File: config.mk
export PLATFORM = sky130hd
export DESIGN_NAME = alu_addsub_seq_flat
export DESIGN_NICKNAME = d
export VERILOG_FILES = /design/src/rtl/alu_addsub_seq_if.sv /design/src/rtl/alu_addsub_seq.sv /design/src/flat_wrapper.sv
export SDC_FILE = /design/constraint.sdc
export NUM_CORES = 1
export LEC_CHECK = 0
export CORE_ASPECT_RATIO = 0.7
export CORE_UTILIZATION = 40
export DETAILED_ROUTE_END_ITERATION = 10
export PLACE_DENSITY = 0.82
export SKIP_LAST_GASP = 1
export SYNTH_ARGS = -nofsm -noshare
export SYNTH_HDL_FRONTEND = slang
export SYNTH_SLANG_ARGS = --single-unit
export TNS_END_PERCENT = 100
File: constraint.sdc
create_clock -name clk -period 1.45 [get_ports clk]
set_input_delay 0.2175 -clock clk [delete_from_list [all_inputs] [get_ports clk]]
set_output_delay 0.2175 -clock clk [all_outputs]
set_load 0.1 [all_outputs]
File: src/rtl/alu_addsub_seq_if.sv
// Request/result bus of the sequential add/sub controller.
// master = requester, slave = alu_addsub_seq.
interface alu_addsub_seq_if;
    logic        req_valid;
    logic        req_ready;
    logic [2:0]  req_op;
    logic [15:0] req_a;
    logic [15:0] req_b;
    logic        res_valid;
    logic [15:0] res_data;
    logic        res_we;
    logic        res_err;

    modport master (
        output req_valid, req_op, req_a, req_b,
        input  req_ready, res_valid, res_data, res_we, res_err
    );

    modport slave (
        input  req_valid, req_op, req_a, req_b,
        output req_ready, res_valid, res_data, res_we, res_err
    );
endinterface

File: src/rtl/alu_addsub_seq.sv
// Sequential ADD/ADC/SUB/SBC/CMP controller driving an external 16-bit add/sub unit.
// Define ALU_SEQ_CARRY_OPS_EN to enable carry-in (second pass) for ADC/SBC.
module alu_addsub_seq (
    input  logic               clk,
    input  logic               rst_n,
    alu_addsub_seq_if.slave    bus,
    output logic [15:0]        alu_x,
    output logic [15:0]        alu_y,
    output logic               alu_sub,
    input  logic [15:0]        alu_z,
    input  logic               alu_cy,
    input  logic               alu_ov,
    output logic               flag_cy,
    output logic               flag_ov,
    output logic               flag_z,
    output logic               flag_s,
    output logic               busy
);
    localparam logic [2:0] OP_ADC = 3'd1;
    localparam logic [2:0] OP_SUB = 3'd2;
    localparam logic [2:0] OP_SBC = 3'd3;
    localparam logic [2:0] OP_CMP = 3'd4;

    typedef enum logic [1:0] {IDLE, EXEC1, EXEC2, RESP} state_t;

    state_t      state_reg;
    logic [2:0]  op_reg;
    logic [15:0] a_reg;
    logic [15:0] b_reg;
`ifdef ALU_SEQ_CARRY_OPS_EN
    logic        cin_reg;
    logic [15:0] z1_reg;
    logic        cy1_reg;
    logic        ov1_reg;
`endif

    logic        sub_op;
    logic        fin_cy;
    logic        fin_ov;

    assign sub_op        = (op_reg == OP_SUB) || (op_reg == OP_SBC) || (op_reg == OP_CMP);
    assign bus.req_ready = (state_reg == IDLE);
    assign busy          = (state_reg != IDLE);

    always_comb begin
        alu_x   = '0;
        alu_y   = '0;
        alu_sub = 1'b0;
        case (state_reg)
            EXEC1: begin
                alu_x   = a_reg;
                alu_y   = b_reg;
                alu_sub = sub_op;
            end
`ifdef ALU_SEQ_CARRY_OPS_EN
            EXEC2: begin
                alu_x   = z1_reg;
                alu_y   = 16'h0001;
                alu_sub = sub_op;
            end
`endif
            default: ;
        endcase
    end

    // Final carry/overflow accumulate both passes when the second pass runs.
    always_comb begin
        fin_cy = alu_cy;
        fin_ov = alu_ov;
`ifdef ALU_SEQ_CARRY_OPS_EN
        if (state_reg == EXEC2) begin
            fin_cy = alu_cy | cy1_reg;
            fin_ov = alu_ov | ov1_reg;
        end
`endif
    end

    always_ff @(posedge clk) begin
        if (!rst_n) begin
            state_reg     <= IDLE;
            op_reg        <= '0;
            a_reg         <= '0;
            b_reg         <= '0;
`ifdef ALU_SEQ_CARRY_OPS_EN
            cin_reg       <= 1'b0;
            z1_reg        <= '0;
            cy1_reg       <= 1'b0;
            ov1_reg       <= 1'b0;
`endif
            bus.res_valid <= 1'b0;
            bus.res_data  <= '0;
            bus.res_we    <= 1'b0;
            bus.res_err   <= 1'b0;
            flag_cy       <= 1'b0;
            flag_ov       <= 1'b0;
            flag_z        <= 1'b0;
            flag_s        <= 1'b0;
        end else begin
            case (state_reg)
                IDLE: begin
                    if (bus.req_valid) begin
                        op_reg <= bus.req_op;
                        a_reg  <= bus.req_a;
                        b_reg  <= bus.req_b;
`ifdef ALU_SEQ_CARRY_OPS_EN
                        cin_reg <= flag_cy;
`endif
                        if (bus.req_op > OP_CMP) begin
                            // Illegal op: straight to response, flags untouched.
                            state_reg     <= RESP;
                            bus.res_valid <= 1'b1;
                            bus.res_err   <= 1'b1;
                            bus.res_we    <= 1'b0;
                            bus.res_data  <= '0;
                        end else begin
                            state_reg <= EXEC1;
                        end
                    end
                end
                EXEC1: begin
`ifdef ALU_SEQ_CARRY_OPS_EN
                    if (((op_reg == OP_ADC) || (op_reg == OP_SBC)) && cin_reg) begin
                        z1_reg    <= alu_z;
                        cy1_reg   <= alu_cy;
                        ov1_reg   <= alu_ov;
                        state_reg <= EXEC2;
                    end else
`endif
                    begin
                        state_reg     <= RESP;
                        bus.res_valid <= 1'b1;
                        bus.res_we    <= (op_reg != OP_CMP);
                        bus.res_data  <= alu_z;
                        flag_cy       <= fin_cy;
                        flag_ov       <= fin_ov;
                        flag_z        <= (alu_z == 16'h0000);
                        flag_s        <= alu_z[15];
                    end
                end
`ifdef ALU_SEQ_CARRY_OPS_EN
                EXEC2: begin
                    state_reg     <= RESP;
                    bus.res_valid <= 1'b1;
                    bus.res_we    <= (op_reg != OP_CMP);
                    bus.res_data  <= alu_z;
                    flag_cy       <= fin_cy;
                    flag_ov       <= fin_ov;
                    flag_z        <= (alu_z == 16'h0000);
                    flag_s        <= alu_z[15];
                end
`endif
                RESP: begin
                    state_reg     <= IDLE;
                    bus.res_valid <= 1'b0;
                    bus.res_we    <= 1'b0;
                    bus.res_err   <= 1'b0;
                    bus.res_data  <= '0;
                end
                default: state_reg <= IDLE;
            endcase
        end
    end
endmodule
File: src/flat_wrapper.sv
// flat-port wrapper written by rule: the top's interface ports become plain ports
module alu_addsub_seq_flat 
  (clk, rst_n, alu_x, alu_y, alu_sub, alu_z, alu_cy, alu_ov, flag_cy, flag_ov, flag_z, flag_s, busy, bus_req_valid, bus_req_op, bus_req_a, bus_req_b, bus_req_ready, bus_res_valid, bus_res_data, bus_res_we, bus_res_err);
  alu_addsub_seq_if bus_i ();
  input  logic clk;
  input  logic rst_n;
  output logic [15:0] alu_x;
  output logic [15:0] alu_y;
  output logic alu_sub;
  input  logic [15:0] alu_z;
  input  logic alu_cy;
  input  logic alu_ov;
  output logic flag_cy;
  output logic flag_ov;
  output logic flag_z;
  output logic flag_s;
  output logic busy;
  input wire logic [$bits(bus_i.req_valid)-1:0] bus_req_valid;
  input wire logic [$bits(bus_i.req_op)-1:0] bus_req_op;
  input wire logic [$bits(bus_i.req_a)-1:0] bus_req_a;
  input wire logic [$bits(bus_i.req_b)-1:0] bus_req_b;
  output wire logic [$bits(bus_i.req_ready)-1:0] bus_req_ready;
  output wire logic [$bits(bus_i.res_valid)-1:0] bus_res_valid;
  output wire logic [$bits(bus_i.res_data)-1:0] bus_res_data;
  output wire logic [$bits(bus_i.res_we)-1:0] bus_res_we;
  output wire logic [$bits(bus_i.res_err)-1:0] bus_res_err;
  assign bus_i.req_valid = bus_req_valid;
  assign bus_i.req_op = bus_req_op;
  assign bus_i.req_a = bus_req_a;
  assign bus_i.req_b = bus_req_b;
  assign bus_req_ready = bus_i.req_ready;
  assign bus_res_valid = bus_i.res_valid;
  assign bus_res_data = bus_i.res_data;
  assign bus_res_we = bus_i.res_we;
  assign bus_res_err = bus_i.res_err;
  alu_addsub_seq u_core (.clk(clk), .rst_n(rst_n), .bus(bus_i), .alu_x(alu_x), .alu_y(alu_y), .alu_sub(alu_sub), .alu_z(alu_z), .alu_cy(alu_cy), .alu_ov(alu_ov), .flag_cy(flag_cy), .flag_ov(flag_ov), .flag_z(flag_z), .flag_s(flag_s), .busy(busy));
endmodule
=== Word level (Yosys, flattened, before mapping) ===
Cells that the tools add are included.

* Flip-flop bits (word level): 60
* Output and inout port bits: 58

* Magnitude comparators: 1
* Reduce and logical (&&, ||, !) cells: 10
* Mux-type cells: 16
* Eq/ne operators: 8

{| class="wikitable"
|+ Operators by type and width
! kind !! count
|-
| $mux 16 || 4
|-
| $pmux 16 s3 || 1
|-
| $logic_not 16->1 || 1
|-
| $eq 3x2->1 const B || 2
|-
| $pmux 1 s3 || 2
|-
| $reduce_and 3->1 || 2
|-
| $mux 1 || 5
|-
| $mux 2 || 2
|-
| $pmux 2 s2 || 1
|-
| $reduce_bool 2->1 || 2
|-
| $eq 3x3->1 const B || 1
|-
| $gt 3x3->1 const B || 1
|-
| $ne 3x3->1 const B || 1
|-
| $reduce_bool 3->1 || 1
|-
| $eq 2x1->1 const B || 1
|-
| $eq 2x2->1 const B || 1
|-
| $logic_not 2->1 || 1
|-
| $logic_or 1x1->1 || 2
|-
| $ne 2x1->1 const B || 1
|-
| $ne 2x2->1 const B || 1
|-
| $pmux 1 s2 || 1
|-
| $reduce_and 2->1 || 1
|}

=== Longest topological paths before layout ===
* Word-level depth: 4
* Depth in mapped cells: 6
* Depth with buffers taken out: 3

=== Worst setup path after synthesis ===
OpenSTA, ideal clock, no wires.

* Kind: reg2out
* From: register u_core.op_reg[2]
* To: output port alu_sub
* Stages on the path, launching flop included: 3
* Buffers on the path: 0
* Path slack: -1004 ps
* Data arrival time: 2236 ps
* Required time: 1233 ps
* Cells stage by stage: dfxtp_1 -> or3b_2 -> a21oi_1

* Cells in the longest elaborated chain, start to end: 4

{| class="wikitable"
|+ RTL lines
! element !! line !! text
|-
| start: declaration || alu_addsub_seq.sv:27 || <nowiki>logic [2:0] op_reg;</nowiki>
|-
| start signal: assignment || alu_addsub_seq.sv:102 || <nowiki>op_reg <= bus.req_op;</nowiki>
|-
| $eq 3x2->1 || alu_addsub_seq.sv:41 || <nowiki>assign sub_op = (op_reg == OP_SUB) || (op_reg == OP_SBC) || (op_reg == OP_CMP);</nowiki>
|-
| $logic_or 1x1->1 || alu_addsub_seq.sv:41 ||
|-
| $logic_or 1x1->1 * || alu_addsub_seq.sv:41 ||
|-
| $mux 1 * || alu_addsub_seq.sv:49 || <nowiki>case (state_reg)</nowiki>
|-
| end: declaration || flat_wrapper.sv:9 || <nowiki>output logic alu_sub;</nowiki>
|}

Mark *: on every way between the ends. The rest lies on a longest branch, timed or not.

=== Worst setup path after layout ===
* From: register u_core.state_reg[1]
* To: output port alu_y[4]

* Cells in the longest elaborated chain, start to end: 2

{| class="wikitable"
|+ RTL lines
! element !! line !! text
|-
| start: declaration || alu_addsub_seq.sv:26 || <nowiki>state_t state_reg;</nowiki>
|-
| start signal: assignment || alu_addsub_seq.sv:80 || <nowiki>state_reg <= IDLE;</nowiki>
|-
| start signal: assignment || alu_addsub_seq.sv:110 || <nowiki>state_reg <= RESP;</nowiki>
|-
| start signal: assignment || alu_addsub_seq.sv:116 || <nowiki>state_reg <= EXEC1;</nowiki>
|-
| $eq 2x1->1 || alu_addsub_seq.sv:49 ||
|-
| $mux 16 || alu_addsub_seq.sv:49 ||
|-
| end: declaration || flat_wrapper.sv:8 || <nowiki>output logic [15:0] alu_y;</nowiki>
|}

Every way passes these cells.

==> run metrics <==
sort of element at the start of the critical path=flip-flop; most frequent standard cell in the layout excluding fill and tap cells=sky130_fd_sc_hd__nand2_1; max-slew headroom at the worst pin=0.7850; total of fill cells in the finished design=402; Num CTS Buffers=9; number of max-capacitance violations reported=0; I/O pin count=114; final count of hold timing violations=0; Buffers on Ports=113; cell area after layout=5135 um^2; number of antenna violations at the first check in global routing=0; layout-stage area growth over the synthesis result=90.53%; routed via count=2,722; worst setup slack after layout=-0.2600 ns; placed cell count=518; Max Root-Sink Buffers=2; endpoint class of the critical path=output pin; Static Leak=2.033 nW; gr usage total=0.2452; detailed placement HPWL=5588 um; total wire length=9001 um; floorplan die width=100.1 um; hold_ws=0.2169 ns; CTS clock-pin slew for the worst setup and hold paths=0.07 ns; required time worst endpoint=1.23 ns; minimum period implied by the final worst setup slack=1.710 ns; post-route antenna net violation count=0; commonest non-fill, non-tap cells in the layout=88 x sky130_fd_sc_hd__nand2_1, 61 x sky130_fd_sc_hd__buf_12, 58 x sky130_fd_sc_hd__dfxtp_1; initial DRC count=55; startpoint of the lowest-slack hold path=rst_n; placed instance area=4611 um^2; cell count after synthesis=324; non-filler cells, final=552; ratio of final minimum period to clock period=1.179; worst clock skew=0.009100 ns; number of buffers added to fix hold violations after cts=0; Crit Path Max Fanout=14; crit path launch=u_core.state_reg[1]; number of global-route vias before repair=2,750; number of setup violations in the final report=68; failing checks=negative setup slack; Post-Route Utilization=0.8066; share of final-layout standard cells stronger than drive strength 1=0.3384; floorplan die area=7075 um^2; worst flop-to-flop path startpoint=u_core.state_reg[0]; number of detailed-route iterations in the first pass=4; share of the yosys chip area belonging to registers=0.4457; unique cell type count in the Yosys netlist=27; final layout net count=512; cell at the root of the clock tree=sky130_fd_sc_hd__clkbuf_8; Avg Inst Size Synth=8.318 um^2; Post-Synthesis Net Count=380; drt drc=0; RSZ-0062 raised after global routing=true; top achievable clock speed=584.8 MHz; flops & latches, synth=60; class of the most critical setup path=flip-flop to output pin; Congestion Overflow GR=0; height of the die=70.68 um; insertion delay of the later-clocked pin in the worst-skew pair=0.35 ns; type of the worst min-delay path=input pin to flip-flop; TritonCTS clock tree=done; effective utilization at floorplan=0.4233; largest net degree at the start of global routing=35; final number of max-transition violations=0; H-tree depth reported by CTS=3; worst-margin pin slew=0.3196 ns; core box area=6366 um^2; placer congestion estimate=0.7610; Antenna Cells=0; DR vias/cell=4.931; status=complete, but fails checks; synthesis warning total=0; WL/cell=16.31 um; Worst Path Arrival=1.49 ns; largest vdd supply drop=0.8224 mV; netlist area before placement=2695 um^2; number of rows created at floorplan=24; TritonCTS sink count=60; wire length of the first global-routing pass=13,300 um; cell area power density=1039 nW/um^2
[repair_timing]
item	CTS	global route
pin swaps	4	12
resized for setup	6	31
setup buffers	7	5
gates cloned	1	5
endpoints found under the setup margin	35	79
[power by group]
part	internal [W]	switching (W)	total [W]
Clock	0.00119	0.000706	0.00189
Sequential	0.00176	0.0000872	0.00184
Combinational	0.000699	0.000898	0.00160
Total	0.00364	0.00169	0.00533
[worst paths after layout]
kind,endpoint,slack (ns),depth (start not counted)
setup / recovery,alu_y[4],-0.26,5
hold reg to reg,u_core.b_reg[6],0.46,2
setup reg to reg,u_core.a_reg[7],-0.08,9
hold / removal,u_core.bus.res_data[0],0.22,2
[critical path, stage by stage (launching register included)]
cell                      delay, ns
sky130_fd_sc_hd__dfxtp_4       0.39
sky130_fd_sc_hd__nor2b_4       0.14
sky130_fd_sc_hd__buf_4         0.14
sky130_fd_sc_hd__buf_16        0.14
sky130_fd_sc_hd__and2_4        0.16
sky130_fd_sc_hd__buf_12        0.17
[synthesized netlist by cell type]
cell type	number	area [um^2]
sky130_fd_sc_hd__a21boi_0	16	120.1
sky130_fd_sc_hd__a21boi_1	40	300.3
sky130_fd_sc_hd__a21oi_1	2	10.01
sky130_fd_sc_hd__and2_1	32	200.2
sky130_fd_sc_hd__buf_2	1	5.000
sky130_fd_sc_hd__buf_4	5	37.54
sky130_fd_sc_hd__buf_6	6	67.56
sky130_fd_sc_hd__clkbuf_1	10	37.54
sky130_fd_sc_hd__clkbuf_2	3	15.01
sky130_fd_sc_hd__dfxtp_1	60	1201
sky130_fd_sc_hd__inv_1	1	3.750
sky130_fd_sc_hd__nand2_1	92	345.3
sky130_fd_sc_hd__nand2b_1	2	12.51
sky130_fd_sc_hd__nand4_1	1	6.260
sky130_fd_sc_hd__nor2_1	2	7.510
sky130_fd_sc_hd__nor2b_1	19	118.9
sky130_fd_sc_hd__nor3_1	1	5.000
sky130_fd_sc_hd__nor3b_1	1	7.510
sky130_fd_sc_hd__nor3b_4	1	18.77
sky130_fd_sc_hd__nor4_1	4	25.02
sky130_fd_sc_hd__o211ai_2	1	12.51
sky130_fd_sc_hd__o21a_1	2	15.01
sky130_fd_sc_hd__o21ai_0	18	90.09
sky130_fd_sc_hd__o31a_1	1	8.760
sky130_fd_sc_hd__or2_2	1	6.260
sky130_fd_sc_hd__or3b_1	1	8.760
sky130_fd_sc_hd__or3b_2	1	8.760
[metrics by stage]
| step | setup WS (ns) | TNS (ns) | power [W] |
|---|---|---|---|
| 2_1_floorplan | -0.1535 | -0.2955 | 0.002725 |
| 3_3_place_gp | -0.1532 | -4.513 | 0.003268 |
| 3_5_place_dp | -0.1908 | -5.127 | 0.003300 |
| 4_1_cts | -0.2337 | -8.515 | 0.005214 |
| 5_1_grt | -0.2989 | -12.33 | 0.005506 |
| 6_report | -0.2600 | -9.359 | 0.005335 |
[layout make-up]
type                       count  area (um^2)  area share
timing repair buffer         146         2107      0.4103
multi-input combinational    238         1451      0.2827
sequential                    60         1206      0.2349
clock buffer                  10        137.6     0.02680
tap                           91        113.9     0.02217
clock inverter                 6        111.4     0.02169
inverter                       1        7.507    0.001462
[routing by layer]
metal  vias up  part of all wire  GRT usage
li1       1321                 -          -
met1      1270              0.41     0.2801
met2       118              0.48     0.4000
met3        13             0.096     0.1117
met4         0             0.013     0.1031
met5         -                 0          0
[kinds of logic after synthesis]
family / after synthesis / share of synthesized area
AOI/OAI and AO/OA: 80 / 0.2066
buffers and inverters: 26 / 0.06174
DFF: 60 / 0.4457
and+or+nand+nor: 158 / 0.2860
No activity file was read; power rests on OpenSTA's default activity.
